==> config.mk <==
export PLATFORM = sky130hd
export DESIGN_NAME = cp0_regfile_flat
export DESIGN_NICKNAME = d
export VERILOG_FILES = /design/src/rtl/cp0_pkg.sv /design/src/rtl/cp0_regfile_if.sv /design/src/rtl/cp0_timer.sv /design/src/rtl/cp0_regfile.sv /design/src/flat_wrapper.sv
export SDC_FILE = /design/constraint.sdc
export NUM_CORES = 1
export LEC_CHECK = 0
export CAP_MARGIN = 20
export CELL_PAD_IN_SITES_DETAIL_PLACEMENT = 1
export CELL_PAD_IN_SITES_GLOBAL_PLACEMENT = 1
export CORE_UTILIZATION = 34
export CTS_BUF_LIST = sky130_fd_sc_hd__clkbuf_4
export DETAILED_ROUTE_END_ITERATION = 10
export HOLD_SLACK_MARGIN = 0.1
export PLACE_DENSITY_LB_ADDON = 0.08
export SLEW_MARGIN = 0
export SYNTH_ARGS = -nofsm -noshare
export SYNTH_HDL_FRONTEND = slang
export SYNTH_SLANG_ARGS = --single-unit
==> constraint.sdc <==
create_clock -name clk -period 2.5 [get_ports clk]
set_input_delay 0.375 -clock clk [delete_from_list [all_inputs] [get_ports clk]]
set_output_delay 0.375 -clock clk [all_outputs]
set_load 0.005 [all_outputs]
==> src/rtl/cp0_pkg.sv <==
// Shared CP0 definitions: register indices, Status/Cause field positions,
// exception codes and EPC-source encodings.
package cp0_pkg;

  localparam logic [4:0] REG_COUNT   = 5'd9;
  localparam logic [4:0] REG_COMPARE = 5'd11;
  localparam logic [4:0] REG_STATUS  = 5'd12;
  localparam logic [4:0] REG_CAUSE   = 5'd13;
  localparam logic [4:0] REG_EPC     = 5'd14;

  localparam int ST_IE  = 0;
  localparam int ST_EXL = 1;
  localparam logic [31:0] STATUS_WMASK = 32'h0000_FF03;

  localparam logic [4:0] EXC_INT = 5'd0;
  localparam logic [4:0] EXC_SYS = 5'd8;
  localparam logic [4:0] EXC_BP  = 5'd9;
  localparam logic [4:0] EXC_RI  = 5'd10;
  localparam logic [4:0] EXC_OV  = 5'd12;
  localparam logic [4:0] EXC_TR  = 5'd13;

  typedef enum logic [1:0] {
    SEL_IF  = 2'b00,
    SEL_ID  = 2'b01,
    SEL_EXE = 2'b10,
    SEL_MEM = 2'b11
  } selepc_e;

  // Cause layout: BD[31], IP[15:8], ExcCode[6:2]; every other bit reads 0.
  function automatic logic [31:0] pack_cause(input logic bd, input logic [7:0] ip,
                                             input logic [4:0] exc);
    return {bd, 15'd0, ip, 1'b0, exc, 2'b00};
  endfunction

endpackage

==> src/rtl/cp0_regfile_if.sv <==
// Control-unit <-> CP0 port bundle: exception strobes, mtc0/mfc0 access,
// stage PCs for EPC capture and the interrupt/eret results.
interface cp0_regfile_if #(parameter int PC_W = 32);

  logic [PC_W-1:0] pc_if, pc_id, pc_exe, pc_mem;
  logic            writestatus, writecause, writeepc;
  logic            exl, ie, db;
  logic [1:0]      selepc;
  logic [4:0]      exccode;
  logic            mtc0, mfc0;
  logic [4:0]      cp0_rd;
  logic [31:0]     cp0_wdata;
  logic [31:0]     cp0_rdata;
  logic            intr;
  logic [7:0]      imip;
  logic [PC_W-1:0] epc;

  modport master (
    output pc_if, pc_id, pc_exe, pc_mem,
    output writestatus, writecause, writeepc, exl, ie, db, selepc, exccode,
    output mtc0, mfc0, cp0_rd, cp0_wdata,
    input  cp0_rdata, intr, imip, epc
  );

  modport slave (
    input  pc_if, pc_id, pc_exe, pc_mem,
    input  writestatus, writecause, writeepc, exl, ie, db, selepc, exccode,
    input  mtc0, mfc0, cp0_rd, cp0_wdata,
    output cp0_rdata, intr, imip, epc
  );

endinterface

==> src/rtl/cp0_timer.sv <==
// Free-running Count with Compare match; timer_pend is sticky until Compare
// is rewritten.
module cp0_timer (
  input  logic        clk,
  input  logic        rst,
  input  logic        count_we,
  input  logic        compare_we,
  input  logic [31:0] wdata,
  output logic [31:0] count,
  output logic [31:0] compare,
  output logic        timer_pend
);

  // NOTE: state updates use non-blocking assignments so the match below sees
  // the pre-increment Count of this cycle, not the value being written.
  always_ff @(posedge clk) begin
    if (rst) begin
      count      <= '0;
      compare    <= 32'hFFFF_FFFF;
      timer_pend <= 1'b0;
    end else begin
      count <= count_we ? wdata : count + 32'd1;
      if (compare_we) begin
        compare    <= wdata;
        timer_pend <= 1'b0;          // rewriting Compare acknowledges, even on a match
      end else if (count == compare) begin
        timer_pend <= 1'b1;
      end
    end
  end

endmodule

==> src/rtl/cp0_regfile.sv <==
// Coprocessor-0 register file: Status/Cause/EPC with exception strobes,
// mtc0/mfc0 access, interrupt sampling and the Count/Compare timer.
module cp0_regfile
  import cp0_pkg::*;
#(
  parameter int          PC_W         = 32,
  parameter int          HW_INT_W     = 6,
  parameter logic [31:0] RESET_STATUS = 32'h0000_0000
) (
  input  logic                clk,
  input  logic                rst,
  input  logic [HW_INT_W-1:0] hw_int,
  cp0_regfile_if.slave        bus
);

  logic [31:0]         status_q;
  logic                bd_q;
  logic [4:0]          exc_q;
  logic [1:0]          sw_ip_q;
  logic [HW_INT_W-1:0] hw_q;
  logic [PC_W-1:0]     epc_q;
  logic [PC_W-1:0]     epc_src;
  logic [31:0]         count, compare;
  logic                timer_pend;
  logic [5:0]          hw_ip;
  logic [7:0]          ip;
  logic [31:0]         rd_val;

  logic wr_status, wr_cause, wr_epc, wr_count, wr_compare;
  assign wr_status  = bus.mtc0 && (bus.cp0_rd == REG_STATUS);
  assign wr_cause   = bus.mtc0 && (bus.cp0_rd == REG_CAUSE);
  assign wr_epc     = bus.mtc0 && (bus.cp0_rd == REG_EPC);
  assign wr_count   = bus.mtc0 && (bus.cp0_rd == REG_COUNT);
  assign wr_compare = bus.mtc0 && (bus.cp0_rd == REG_COMPARE);

  cp0_timer u_timer (
    .clk        (clk),
    .rst        (rst),
    .count_we   (wr_count),
    .compare_we (wr_compare),
    .wdata      (bus.cp0_wdata),
    .count      (count),
    .compare    (compare),
    .timer_pend (timer_pend)
  );

  // NOTE: every always_comb output gets a default first so no path infers a latch.
  always_comb begin
    epc_src = bus.pc_if;
    case (selepc_e'(bus.selepc))
      SEL_IF:  epc_src = bus.pc_if;
      SEL_ID:  epc_src = bus.pc_id;
      SEL_EXE: epc_src = bus.pc_exe;
      SEL_MEM: epc_src = bus.pc_mem;
      default: epc_src = bus.pc_if;
    endcase
  end

  // Exception strobes take priority over an mtc0 to the same register.
  always_ff @(posedge clk) begin
    if (rst) begin
      status_q <= RESET_STATUS & STATUS_WMASK;
      bd_q     <= 1'b0;
      exc_q    <= EXC_INT;
      sw_ip_q  <= '0;
      hw_q     <= '0;
      epc_q    <= '0;
    end else begin
      hw_q <= hw_int;

      if (bus.writestatus) begin
        status_q[ST_EXL] <= bus.exl;
        status_q[ST_IE]  <= bus.ie;
      end else if (wr_status) begin
        status_q <= bus.cp0_wdata & STATUS_WMASK;
      end

      if (bus.writecause) begin
        bd_q  <= bus.db;
        exc_q <= bus.exccode;
      end else if (wr_cause) begin
        sw_ip_q <= bus.cp0_wdata[9:8];
      end

      if (bus.writeepc) begin
        epc_q <= epc_src;
      end else if (wr_epc) begin
        epc_q <= bus.cp0_wdata[PC_W-1:0];
      end
    end
  end

  assign hw_ip = 6'(hw_q);
  assign ip    = {hw_ip[5] | timer_pend, hw_ip[4:0], sw_ip_q};

  always_comb begin
    rd_val = '0;
    case (bus.cp0_rd)
      REG_COUNT:   rd_val = count;
      REG_COMPARE: rd_val = compare;
      REG_STATUS:  rd_val = status_q;
      REG_CAUSE:   rd_val = pack_cause(bd_q, ip, exc_q);
      REG_EPC:     rd_val = 32'(epc_q);
      default:     rd_val = '0;
    endcase
  end

  assign bus.cp0_rdata = bus.mfc0 ? rd_val : 32'd0;
  assign bus.intr      = status_q[ST_IE] & ~status_q[ST_EXL];
  assign bus.imip      = status_q[15:8] & ip;
  assign bus.epc       = epc_q;

endmodule

==> src/flat_wrapper.sv <==
// flat-port wrapper written by rule: the top's interface ports become plain ports
module cp0_regfile_flat import cp0_pkg::*;
#(
  parameter int          PC_W         = 32,
  parameter int          HW_INT_W     = 6,
  parameter logic [31:0] RESET_STATUS = 32'h0000_0000
)
  (clk, rst, hw_int, bus_pc_if, bus_pc_id, bus_pc_exe, bus_pc_mem, bus_writestatus, bus_writecause, bus_writeepc, bus_exl, bus_ie, bus_db, bus_selepc, bus_exccode, bus_mtc0, bus_mfc0, bus_cp0_rd, bus_cp0_wdata, bus_cp0_rdata, bus_intr, bus_imip, bus_epc);
  cp0_regfile_if #(.PC_W(PC_W)) bus_i ();
  input  logic clk;
  input  logic rst;
  input  logic [HW_INT_W-1:0] hw_int;
  input wire logic [$bits(bus_i.pc_if)-1:0] bus_pc_if;
  input wire logic [$bits(bus_i.pc_id)-1:0] bus_pc_id;
  input wire logic [$bits(bus_i.pc_exe)-1:0] bus_pc_exe;
  input wire logic [$bits(bus_i.pc_mem)-1:0] bus_pc_mem;
  input wire logic [$bits(bus_i.writestatus)-1:0] bus_writestatus;
  input wire logic [$bits(bus_i.writecause)-1:0] bus_writecause;
  input wire logic [$bits(bus_i.writeepc)-1:0] bus_writeepc;
  input wire logic [$bits(bus_i.exl)-1:0] bus_exl;
  input wire logic [$bits(bus_i.ie)-1:0] bus_ie;
  input wire logic [$bits(bus_i.db)-1:0] bus_db;
  input wire logic [$bits(bus_i.selepc)-1:0] bus_selepc;
  input wire logic [$bits(bus_i.exccode)-1:0] bus_exccode;
  input wire logic [$bits(bus_i.mtc0)-1:0] bus_mtc0;
  input wire logic [$bits(bus_i.mfc0)-1:0] bus_mfc0;
  input wire logic [$bits(bus_i.cp0_rd)-1:0] bus_cp0_rd;
  input wire logic [$bits(bus_i.cp0_wdata)-1:0] bus_cp0_wdata;
  output wire logic [$bits(bus_i.cp0_rdata)-1:0] bus_cp0_rdata;
  output wire logic [$bits(bus_i.intr)-1:0] bus_intr;
  output wire logic [$bits(bus_i.imip)-1:0] bus_imip;
  output wire logic [$bits(bus_i.epc)-1:0] bus_epc;
  assign bus_i.pc_if = bus_pc_if;
  assign bus_i.pc_id = bus_pc_id;
  assign bus_i.pc_exe = bus_pc_exe;
  assign bus_i.pc_mem = bus_pc_mem;
  assign bus_i.writestatus = bus_writestatus;
  assign bus_i.writecause = bus_writecause;
  assign bus_i.writeepc = bus_writeepc;
  assign bus_i.exl = bus_exl;
  assign bus_i.ie = bus_ie;
  assign bus_i.db = bus_db;
  assign bus_i.selepc = bus_selepc;
  assign bus_i.exccode = bus_exccode;
  assign bus_i.mtc0 = bus_mtc0;
  assign bus_i.mfc0 = bus_mfc0;
  assign bus_i.cp0_rd = bus_cp0_rd;
  assign bus_i.cp0_wdata = bus_cp0_wdata;
  assign bus_cp0_rdata = bus_i.cp0_rdata;
  assign bus_intr = bus_i.intr;
  assign bus_imip = bus_i.imip;
  assign bus_epc = bus_i.epc;
  cp0_regfile #(.PC_W(PC_W), .HW_INT_W(HW_INT_W), .RESET_STATUS(RESET_STATUS)) u_core (.clk(clk), .rst(rst), .hw_int(hw_int), .bus(bus_i));
endmodule
==> results.txt, run 1 <==
----------------------------------------------------
[Outcome]
  Outcome ... completed

[Detailed routing]
  Detail Route Antenna Nets ... 0
  First drt pass iteration count ... 6
  DRT Wirelength ... 26300 um
  Iter 0 DRT Violations ... 547
  Residual DRC ... 0
  Overall via count from detail_route ... 7180
  Post-detailed-route via-to-cell ratio ... 5.49
  Average wire per standard cell ... ~20 um

[Power]
  Overall Power ... 4.22 mW
  IR drop worst, VDD ... 0.000230 V
  Power per standard cell area ... 401 nW/um^2
  Static leakage power ... around 3.8 nW

[Global route]
  Global router's overall resource usage ... 25.0%
  Grt total ovfl ... 0
  Largest net degree at the start of global routing ... between 50 and 60
  Antenna violations before repair ... 1
  Global-route wire length before repair ... 41100 um
  Vias in the first global route ... roughly 7400

[Die]
  Total die area ... 21300 sq um
  Floorplan die width ... around 150 um
  Area of the core region ... about 20000 sq um
  Initial Util ... 34.7%
  Std cell rows ... 52
  Die Height ... 146 um
  I/O pin count ... 261

[Place]
  RePlAce Congestion ... 0.815
  Worst setup slack before clock tree synthesis ... -0.467 ns
  DP Wirelength ... between 20000 and 25000 um
  Port Buffer Count ... 260

[CTS]
  H-tree level count ... 4
  CTS buffer count ... 17
  Count of clock tree sinks ... between 100 and 150
  Root Buffer Master ... sky130_fd_sc_hd__clkbuf_4
  Clock buffer depth ... 2
  Clock tree from TritonCTS ... yes
  Register clock-pin slew on the reported worst setup and hold paths ... 0.10 ns
  Source-to-sink clock delay at the later pin of the worst-skew pair ... around 0.56 ns
  CTS hold repair buffers ... 0

[Worst setup path]
  Maximum fanout count along the critical path ... 6
  Buffers and inverters on the worst path ... 5
  Launching element type of the critical path ... input pin
  Delay-heaviest family, CP ... buffers and inverters
  Data arrival, critical path ... 2.06 ns
  WP data required ... ~2.1 ns
  Cells traversed along the worst timing path ... dlygate4sd2_1, nor4bb_4, buf_4, and2_4, buf_12, buf_12, a222oi_1, nor2_1, dlygate4sd2_1
  Max incr delay on CP ... 0.31 ns
  Cell with the largest stage delay on the worst path ... sky130_fd_sc_hd__a222oi_1
  Class of the most critical setup path ... input pin to output port
  Critical Path Sink Type ... output port

[Yosys]
  Leading register cell type out of synthesis ... sky130_fd_sc_hd__dfxtp_1
  Simple-gate portion of the synthesized area ... 17.7%
  Number of enable-type register cells in the synthesized netlist ... 0
  Arithmetic-cell share of the synthesized area counting full adders, half adders and majority gates ... less than 1%
  Main combinational cell family by area after synthesis ... compound AO/OA/AOI/OAI gates
  Share of synthesized registers carrying an async set or reset ... 0%
  Count of different cell masters after synthesis ... 46
  Seq/Total Area, Yosys ... around a third
  Proportion of synthesized area in mux cells ... between 15 and 20%
  Count of mapped cells out of synthesis ... 763
  Post-synthesis compound-gate area fraction ... 19.2%
  Netlist area before placement ... 7040 sq um
  Register bit count reported by yosys ... about 120
  Mean cell area of the mapped netlist ... 9.23 sq um
  Syn nets ... 952
  Share of the synthesized netlist area taken by xor and xnor gates ... 7.21%
  Synthesis Warnings ... 0

[Final layout]
  Layout cells sized above 1 ... 15.0%
  Final core occ ... 51.8%
  Number of nets in the final layout ... 1216
  Fillers ... 2316
  Synthesis-to-finish area growth ... 49.4%

[Timing]
  Fmax ... 411 MHz
  Rel. slew slack ... 56.3%
  Count of endpoints failing setup in the final report ... 0
  Post-route fraction of the period consumed by the critical path ... a little over nine tenths
  Hold Vio Cnt, Final ... 0
  Worst-Margin Slew ... 0.651 ns
  Sum of negative setup slack ... 0 ns
  Max Slew Vio Count ... 0
  Worst hold-check slack ... 0.282 ns
  Setup Skew ... between 0.015 and 0.02 ns
  Minimum clock period after layout ... 2.43 ns
  Unrepaired setup endpoints after global routing ... no
  Final WS setup ... between 0.06 and 0.07 ns

[Hold path]
  Worst hold-check path type ... input pin to register

[Flow run]
  Max_cap viols ... 0

----------------------------------------------------
## cell type report
type | instances | area, sq um | share of cell area (%)
Clock inverter | 12 | 86.3 | 0.821
Sequential cell | 121 | 2420 | 23.0
Timing Repair Buffer | 322 | 3170 | 30.1
Multi-Input combinational cell | 558 | 4350 | 41.3
Clock buffer | 18 | 135 | 1.28
Inverter | 7 | 26.3 | 0.250
Tap cell | 270 | 338 | 3.21
Antenna cell | 1 | 2.50 | 0.0238
## what timing repair did
action / in CTS / in global routing
setup buffers: 6 / 0
endpoints found under the hold margin: 0 / 0
pin swaps: 18 / 19
setup endpoints to repair: 32 / 20
resized for setup: 69 / 21
## state kept, by name, indices dropped and copies added, names as in the netlist
signal                     flops
u_core.u_timer.count          32
u_core.u_timer.timer_pend      1
u_core.u_timer.compare        32
u_core.bus.epc                32
u_core.sw_ip_q                 2
u_core.status_q               10
u_core.bd_q                    1
u_core.exc_q                   5
u_core.hw_ip                   6
## cells in the final DEF, fill, tap and decap left out, drive strengths merged, types with 9 or more instances in the layout
master / instances
clkdlybuf4s50: 219
dfxtp: 121
nor2: 90
buf: 72
a211oi: 57
xnor2: 50
mux2i: 44
nor2b: 43
nand2: 35
a211o: 32
mux4: 32
a222oi: 31
a21oi: 27
clkbuf: 22
nand4: 16
o21ai: 15
dlygate4sd2: 14
nand3: 12
and2: 12
nor3: 10
clkdlybuf4s15: 9
clkinv: 9
## kinds of logic (layout without fill, tap and decap cells)
group | after synthesis | after routing
muxes | 76 | 76
DFF | 121 | 121
buffers and inverters | 84 | 359
xor gates and xnor gates | 58 | 58
and+or+nand+nor | 245 | 245
other | 0 | 1
adders and majority gates | 1 | 1
AOI/OAI and AO/OA | 178 | 178
## worst paths after layout
path | slack [ns] | startpoint | depth (start not counted) | end
setup / recovery | 0.07 | bus_cp0_rd[3] | 9 | bus_cp0_rdata[20]
hold / removal | 0.28 | rst | 2 | u_core.hw_ip[3]
setup reg to reg | 0.32 | u_core.u_timer.count[10] | 5 | u_core.u_timer.count[26]
hold reg to reg | 0.50 | u_core.status_q[14] | 2 | u_core.status_q[14]
## through the flow
stage / instances / area (sq um)
5_1_grt: 1309 / 10500
6_report: 1309 / 10500
2_1_floorplan: 763 / 7040
3_3_place_gp: 1273 / 10200
4_1_cts: 1308 / 10500
3_5_place_dp: 1273 / 10200
## synth_stat cells, drive strengths merged, types with 2 or more instances
cell type,number,area (sq um)
xor2,8,70.1
nand3,12,60.1
xnor2,50,438
a211oi,57,428
a211o,32,280
nor2b,43,269
a21oi,27,135
o21ai,15,75.1
dfxtp,121,2420
nor4,5,31.3
a311oi,2,17.5
nor3,10,50.1
a222oi,31,310
nand4,16,121
or3,2,13.8
a22oi,8,60.1
and3,8,50.1
nand2,35,131
mux4,32,721
mux2i,44,440
clkbuf,53,199
nor2,90,338
buf,24,116
o22ai,2,12.5
and4,4,38.8
inv,7,26.3
and2,12,75.1
## layer usage
metal | global-route usage, % | share of wire [%] | vias to the layer above
met5 | 0 | 0 | -
met4 | 5.95 | 1.0 | 0
met3 | 5.36 | 5.7 | 14
met2 | 42.1 | 48 | 220
met1 | 32.4 | 45 | 3553
li1 | - | - | 3393
## power by group
part	total (mW)	switching (mW)	internal [mW]
registers	2.09	0.0875	2.01
logic	0.915	0.343	0.572
clock network	1.21	0.744	0.470
total	4.22	1.17	3.05
Note: power is estimated with default switching activity, not from simulation.
==> inputs of run 2 (changes only) <==
--- a/config.mk
+++ b/config.mk
@@ -5,7 +5,6 @@
 export SDC_FILE = /design/constraint.sdc
 export NUM_CORES = 1
 export LEC_CHECK = 0
-export CAP_MARGIN = 20
 export CELL_PAD_IN_SITES_DETAIL_PLACEMENT = 1
 export CELL_PAD_IN_SITES_GLOBAL_PLACEMENT = 1
 export CORE_UTILIZATION = 34
==> results of run 2 <==
The final DEF is identical to that of run 1; final timing and power are the same.
